--- src/rtl/eab_pipe.sv ---
// eab_pipe: two-stage effective-address generator for the LC-3b datapath.
// Stage 1 captures the selected base and the sign-extended, optionally
// shifted offset. Stage 2 adds them and flags misaligned word accesses.
// A valid/ready handshake on both sides carries a request tag through the pipe.
module eab_pipe #(
    parameter int unsigned WIDTH       = 16,
    parameter int unsigned OFF_A_W     = 6,
    parameter int unsigned OFF_B_W     = 9,
    parameter int unsigned OFF_C_W     = 11,
    parameter int unsigned TAG_W       = 4,
    parameter bit          ALIGN_CHECK = 1'b1
) (
    input  logic               clk,
    input  logic               rst_n,
    input  logic               in_valid,
    output logic               in_ready,
    input  logic [OFF_C_W-1:0] ir_slice,
    input  logic [WIDTH-1:0]   r,
    input  logic [WIDTH-1:0]   pc,
    input  logic               addr1_sel,
    input  logic [1:0]         addr2_sel,
    input  logic               lshf1,
    input  logic               word,
    input  logic [TAG_W-1:0]   in_tag,
    output logic               out_valid,
    input  logic               out_ready,
    output logic [WIDTH-1:0]   out_ea,
    output logic               out_misalign,
    output logic [TAG_W-1:0]   out_tag
);

    // Offset-select encodings for addr2_sel.
    typedef enum logic [1:0] {
        OFF_ZERO = 2'd0,
        OFF_A    = 2'd1,
        OFF_B    = 2'd2,
        OFF_C    = 2'd3
    } off_sel_e;

    // Stage 1 registers.
    logic               s1_valid;
    logic [WIDTH-1:0]   s1_base;
    logic [WIDTH-1:0]   s1_off;
    logic               s1_word;
    logic [TAG_W-1:0]   s1_tag;

    // Stage 2 valid; the stage 2 payload lives in the output registers.
    logic               s2_valid;

    // Handshake and datapath nets.
    logic               in_xfer;
    logic               s2_adv;
    logic [WIDTH-1:0]   base_sel;
    logic [WIDTH-1:0]   off_a;
    logic [WIDTH-1:0]   off_b;
    logic [WIDTH-1:0]   off_c;
    logic [WIDTH-1:0]   off_sel;
    logic [WIDTH-1:0]   off_shf;
    logic [WIDTH-1:0]   ea_sum;
    logic               ea_misalign;

    // Stage 2 can take stage 1 when it is empty or is draining this cycle.
    // in_ready depends only on state and out_ready, never on in_valid.
    assign s2_adv   = s1_valid & (~s2_valid | out_ready);
    assign in_ready = ~s1_valid | s2_adv;
    assign in_xfer  = in_valid & in_ready;

    // Sign-extend each field from its own MSB; a sized cast of a signed
    // operand replicates the sign bit up to WIDTH.
    assign off_a = WIDTH'($signed(ir_slice[OFF_A_W-1:0]));
    assign off_b = WIDTH'($signed(ir_slice[OFF_B_W-1:0]));
    assign off_c = WIDTH'($signed(ir_slice[OFF_C_W-1:0]));

    assign base_sel = addr1_sel ? r : pc;

    // Select the offset field for this request.
    always_comb begin
        // NOTE: default first so every path assigns off_sel and no latch is inferred.
        off_sel = '0;
        case (off_sel_e'(addr2_sel))
            OFF_ZERO: off_sel = '0;
            OFF_A:    off_sel = off_a;
            OFF_B:    off_sel = off_b;
            OFF_C:    off_sel = off_c;
            default:  off_sel = '0;
        endcase
    end

    // The bit shifted out of the MSB is dropped.
    assign off_shf = lshf1 ? {off_sel[WIDTH-2:0], 1'b0} : off_sel;

    // Stage 2 arithmetic: modulo-2^WIDTH add, carry discarded.
    assign ea_sum      = s1_base + s1_off;
    assign ea_misalign = ALIGN_CHECK & s1_word & ea_sum[0];

    // Stage 1: capture base, offset, word flag and tag on input transfer.
    always_ff @(posedge clk or negedge rst_n) begin
        if (!rst_n) begin
            // NOTE: sequential state uses non-blocking assignments so all
            // registers update together from pre-edge values.
            s1_valid <= 1'b0;
            s1_base  <= '0;
            s1_off   <= '0;
            s1_word  <= 1'b0;
            s1_tag   <= '0;
        end else begin
            if (in_xfer) begin
                s1_valid <= 1'b1;
                s1_base  <= base_sel;
                s1_off   <= off_shf;
                s1_word  <= word;
                s1_tag   <= in_tag;
            end else if (s2_adv) begin
                s1_valid <= 1'b0;
            end
        end
    end

    // Stage 2: load the sum into the output registers or hold under stall.
    always_ff @(posedge clk or negedge rst_n) begin
        if (!rst_n) begin
            s2_valid     <= 1'b0;
            out_ea       <= '0;
            out_misalign <= 1'b0;
            out_tag      <= '0;
        end else begin
            if (s2_adv) begin
                s2_valid     <= 1'b1;
                out_ea       <= ea_sum;
                out_misalign <= ea_misalign;
                out_tag      <= s1_tag;
            end else if (out_ready) begin
                s2_valid <= 1'b0;
            end
        end
    end

    assign out_valid = s2_valid;

endmodule

--- config.mk ---
export PLATFORM = sky130hd
export DESIGN_NAME = eab_pipe
export DESIGN_NICKNAME = d
export VERILOG_FILES = /design/src/rtl/eab_pipe.sv
export SDC_FILE = /design/constraint.sdc
export NUM_CORES = 1
export LEC_CHECK = 0
export CAP_MARGIN = 40
export CORE_ASPECT_RATIO = 0.5
export CORE_MARGIN = 10
export CORE_UTILIZATION = 43
export CTS_BUF_LIST = sky130_fd_sc_hd__clkbuf_2
export CTS_CLUSTER_DIAMETER = 30
export DETAILED_ROUTE_END_ITERATION = 7
export PLACE_DENSITY = 0.77
export SETUP_SLACK_MARGIN = 0.4
export SYNTH_ARGS = -nofsm -noshare
export SYNTH_HDL_FRONTEND = slang
export SYNTH_SLANG_ARGS = --single-unit
--- constraint.sdc ---
create_clock -name clk -period 5.1 [get_ports clk]
set_input_delay 1.02 -clock clk [delete_from_list [all_inputs] [get_ports clk]]
set_output_delay 1.02 -clock clk [all_outputs]
set_load 0.01 [all_outputs]
==> results.txt <==
The clock input transition at the sequential cells of the worst setup and hold paths is 0.28 ns. After technology mapping, the gate count stands at 336. The final route contains 2608 vias. The via density per instance came out at 5.17. The post-synthesis cell type with the largest combined area is dfrtp_1.

The worst-case clock skew came out at approximately 0.029 ns. In this run the standard cell core region covers 0.00735 sq mm. Max-cap violations in this run came to 0.

The share of total power in sequential cells came out at 0.430. The number of global-route vias before repair came out at 2538. Buffers placed on the I/O ports in this run total 78. The clock period could shrink to between 3 and 4 ns. The logic gate share of total power is 0.431. The worst hold path begins at out_misalign. Of all nets on the critical path, the largest fanout is 3.

The synthesized area divided by synthesized cell count came out at just under 10 sq um. The internal cell power came out at between 0.0008 and 0.0009 W. The fraction of final layout cells with drive strength greater than 1 is 0.0858. At the later pin of the worst-skew pair, clock insertion delay measures 0.49 ns. The first routing iteration left 165 violations. The worst setup path is launched from an input port. The final core utilization came out at 0.568. The switching power is 0.000522 W. The number of nets in the layout came out at 479. The clock group share of total power came out at 0.138. The fraction of synthesis flops using an asynchronous set or reset pin came out at 1.00.

The die extent in x is 143 um. The HPWL after detailed placement came out at between 6000 and 7000 um. The remaining routing DRC violations is 0. The leakage component of the power came out at 1.85 nW. 79 I/O pins were placed. Of the total synthesized cell area, the portion taken by AND, OR, NAND and NOR gates is 0.150.

The clock tree from TritonCTS is built. From bottom edge to top edge, the die measures 81.6 um. By area, the combinational part of the netlist is dominated by compound AO/OA/AOI/OAI gates.

The number of buffers inserted for hold repair after clock tree synthesis came out at 0. Synthesis produced a netlist with a net count of 408. The commonest cells after synthesis are nand2_1, dfrtp_1, o21ai_0. The final wirelength is 7950 um. In this run the cell area of the synthesized design comes to 0.00326 sq mm. The growth of design area from synthesis to finish came out at 28.1%. The total overflow reported by the global router came out at 0. The count of final hold-check violations is 0. The power density of the placed cells is 338 mW/mm^2. The count of standard-cell rows came out at 22. The first global-routing pass estimated 13000 um of wire. The headroom to the max-slew limit is 0.532. The cell count of the worst hold path came out at 2. The total die area came out at 0.0117 sq mm.

Setup violations remaining at the end of the flow were counted as 0. Timing would allow up to 309 MHz. The number of clock buffers inserted by TritonCTS came out at 5. The count of clock tree sinks came out at between 50 and 60.

The proportion of synthesized area in mux cells came out at 0.110. At the placement stage, the worst setup path has a slack of 1.86 ns. The flow ran to the end, and the final reports show no timing, DRC or antenna violations. The iteration count of the initial detailed-routing pass is 4. Of the total power, the share spent switching nets is 0.370.

The number of register bits inferred by synthesis is 56. The count of flip-flops with a built-in enable after synthesis came out at 0. Data on the critical path arrives at its endpoint at 2.22 ns.

Summing all placed instances gives a cell area of 0.00412 sq mm. The number of antenna violations at the first check in global routing is 0. The share of the Yosys chip area taken by registers is 0.430. The depth of the CTS H-tree is 2. The post-detailed-route count of antenna-violating nets is 0. Setup repair after global routing left no endpoint under its margin. The weighted congestion reported at the end of routability-driven placement is 0.881. For this run, the total global-route usage over all layers was measured as 0.138. For hold timing, the worst endpoint is out_misalign.

STA classifies the critical path endpoint as a primary output. The number of distinct library cell variants in the gate-level netlist after synthesis is between 50 and 60. The antenna diode count came out at 0.

At the worst endpoint, the required time is 4.08 ns. The slew at the pin closest to its max-slew limit is 0.702 ns. The total setup buffers inserted after CTS came out at 0. The final count of pins violating max slew came out at 0. The path type of the worst setup path is in2out. The average wire length per cell after detail routing is 15.8 um. Tracing the worst setup path back leads to its startpoint at out_ready. The most common flop cell mapped by yosys is dfrtp_1. The adder and majority cell fraction of the synthesized area came out at 0.0637. The xor and xnor area share after synthesis is 0.0242.

The total negative setup slack is 0 ns. The depth of the most critical reg-to-reg path is 7. The startpoint identified for the worst register-to-register timing path is s1_base[0]. The endpoint of the most critical register-to-register path is out_ea[14]. Sorting the synthesized cells by area gives the leading types as dfrtp_1, mux2i_1, nand2_1. The setup slack on the worst flop-to-flop path came out at approximately 2.9 ns. The count of synthesis-stage warnings from yosys came out at 0. The post-route clock period utilization is 0.635.

The class of the worst hold path is reg2reg. The post-route cell area came out at 0.00418 sq mm. The area share of the leading cell type in the synthesized netlist is 0.430. The tree is rooted in a clkbuf_2. The setup slack after layout is 1.86 ns. The clock passes through at most 2 buffers.

The fraction of the mapped netlist area in compound gates was 0.184. The initial utilization of the core area, before any placement, comes to 0.443. The peak ir drop on the vdd network is 0.130 mV. The tightest hold path in the finished design has a slack of 0.507 ns.

Gates resized during post-CTS repair numbered 0. By instance count, the leading cell after synthesis is nand2_1. The number of fillers in the final layout is 658. The pin count of the biggest net entering global routing is 57.
[kinds of logic (layout without fill, tap and decap cells)]
logic type,count (synthesis),after routing
DFF,56,56
AOI/OAI and AO/OA,89,89
muxes,35,35
xor gates and xnor gates,9,9
buffers and inverters,24,96
and+or+nand+nor,107,107
adders and majority gates,16,16
[per-stage QoR]
step,instances,power (W)
finish,504,0.00141
CTS,504,0.00142
detailed placement,496,0.00123
global route,504,0.00151
global placement,493,0.00120
floorplan,336,0.000965
[area by class of cell]
class / instances / area (sq um) / share of cell area
well taps: 96 / 120 / 0.0288
multi-input cells: 256 / 1730 / 0.415
flip-flops and latches: 56 / 1400 / 0.336
clock buffers: 5 / 25.0 / 0.00599
inverters: 6 / 22.5 / 0.00539
repair buffers: 82 / 846 / 0.203
clock inverters: 3 / 26.3 / 0.00629
[critical path, cell delays in order]
cell and delay [ns]:
clkdlybuf4s50_1 0.47, nand3b_1 0.16, clkdlybuf4s50_1 0.56
[state kept, by name, indices dropped and copies added (netlist names)]
name,cells
out_misalign,1
out_ea,16
s1_base,16
s1_off,12
s1_tag,4
s1_word,1
s1_valid,1
out_tag,4
out_valid,1
[cells in the final DEF (no fill, tap or decap), types with 2 or more instances in the layout]
cell type,instances
clkinvlp_4,2
and2_1,2
o21a_1,4
xor2_1,2
a21o_1,5
inv_1,6
nand3_1,7
o31ai_2,2
mux2i_1,28
nor2_1,8
a21oi_1,13
o211a_1,2
dfrtp_1,56
o31ai_1,6
a211oi_1,4
nor3_1,4
clkbuf_2,5
nand2_1,70
clkdlybuf4s50_1,77
a21oi_2,3
nand4_1,2
xnor2_1,7
o21ai_1,3
nand2b_1,4
o21ai_0,31
mux2_2,7
ha_1,15
[how the worst max path moves through the flow]
stage / to / slack [ns] / cells past startpoint
finish: in_ready / 1.86 / 3
global route: in_ready / 1.80 / 3
CTS: in_ready / 1.86 / 3
detailed placement: in_ready / 1.86 / 3
global placement: in_ready / 1.87 / 3
floorplan: in_ready / 2.85 / 1
[layer usage]
layer	vias up	part of all wire	global-route usage
met3	5	0.070	0.0420
met5	-	0	0
met1	1205	0.47	0.187
met2	52	0.45	0.212
li1	1346	-	-
met4	0	0.0082	0.0368
[power groups by stage]
stage	sequential (W)	clock [W]	combinational, W
3_3_place_gp	0.000611	0	0.000592
3_5_place_dp	0.000618	0	0.000613
2_1_floorplan	0.000632	0	0.000333
4_1_cts	0.000608	0.000194	0.000615
6_report	0.000607	0.000195	0.000609
5_1_grt	0.000623	0.000214	0.000676
Power figures use the tool's default switching activity.
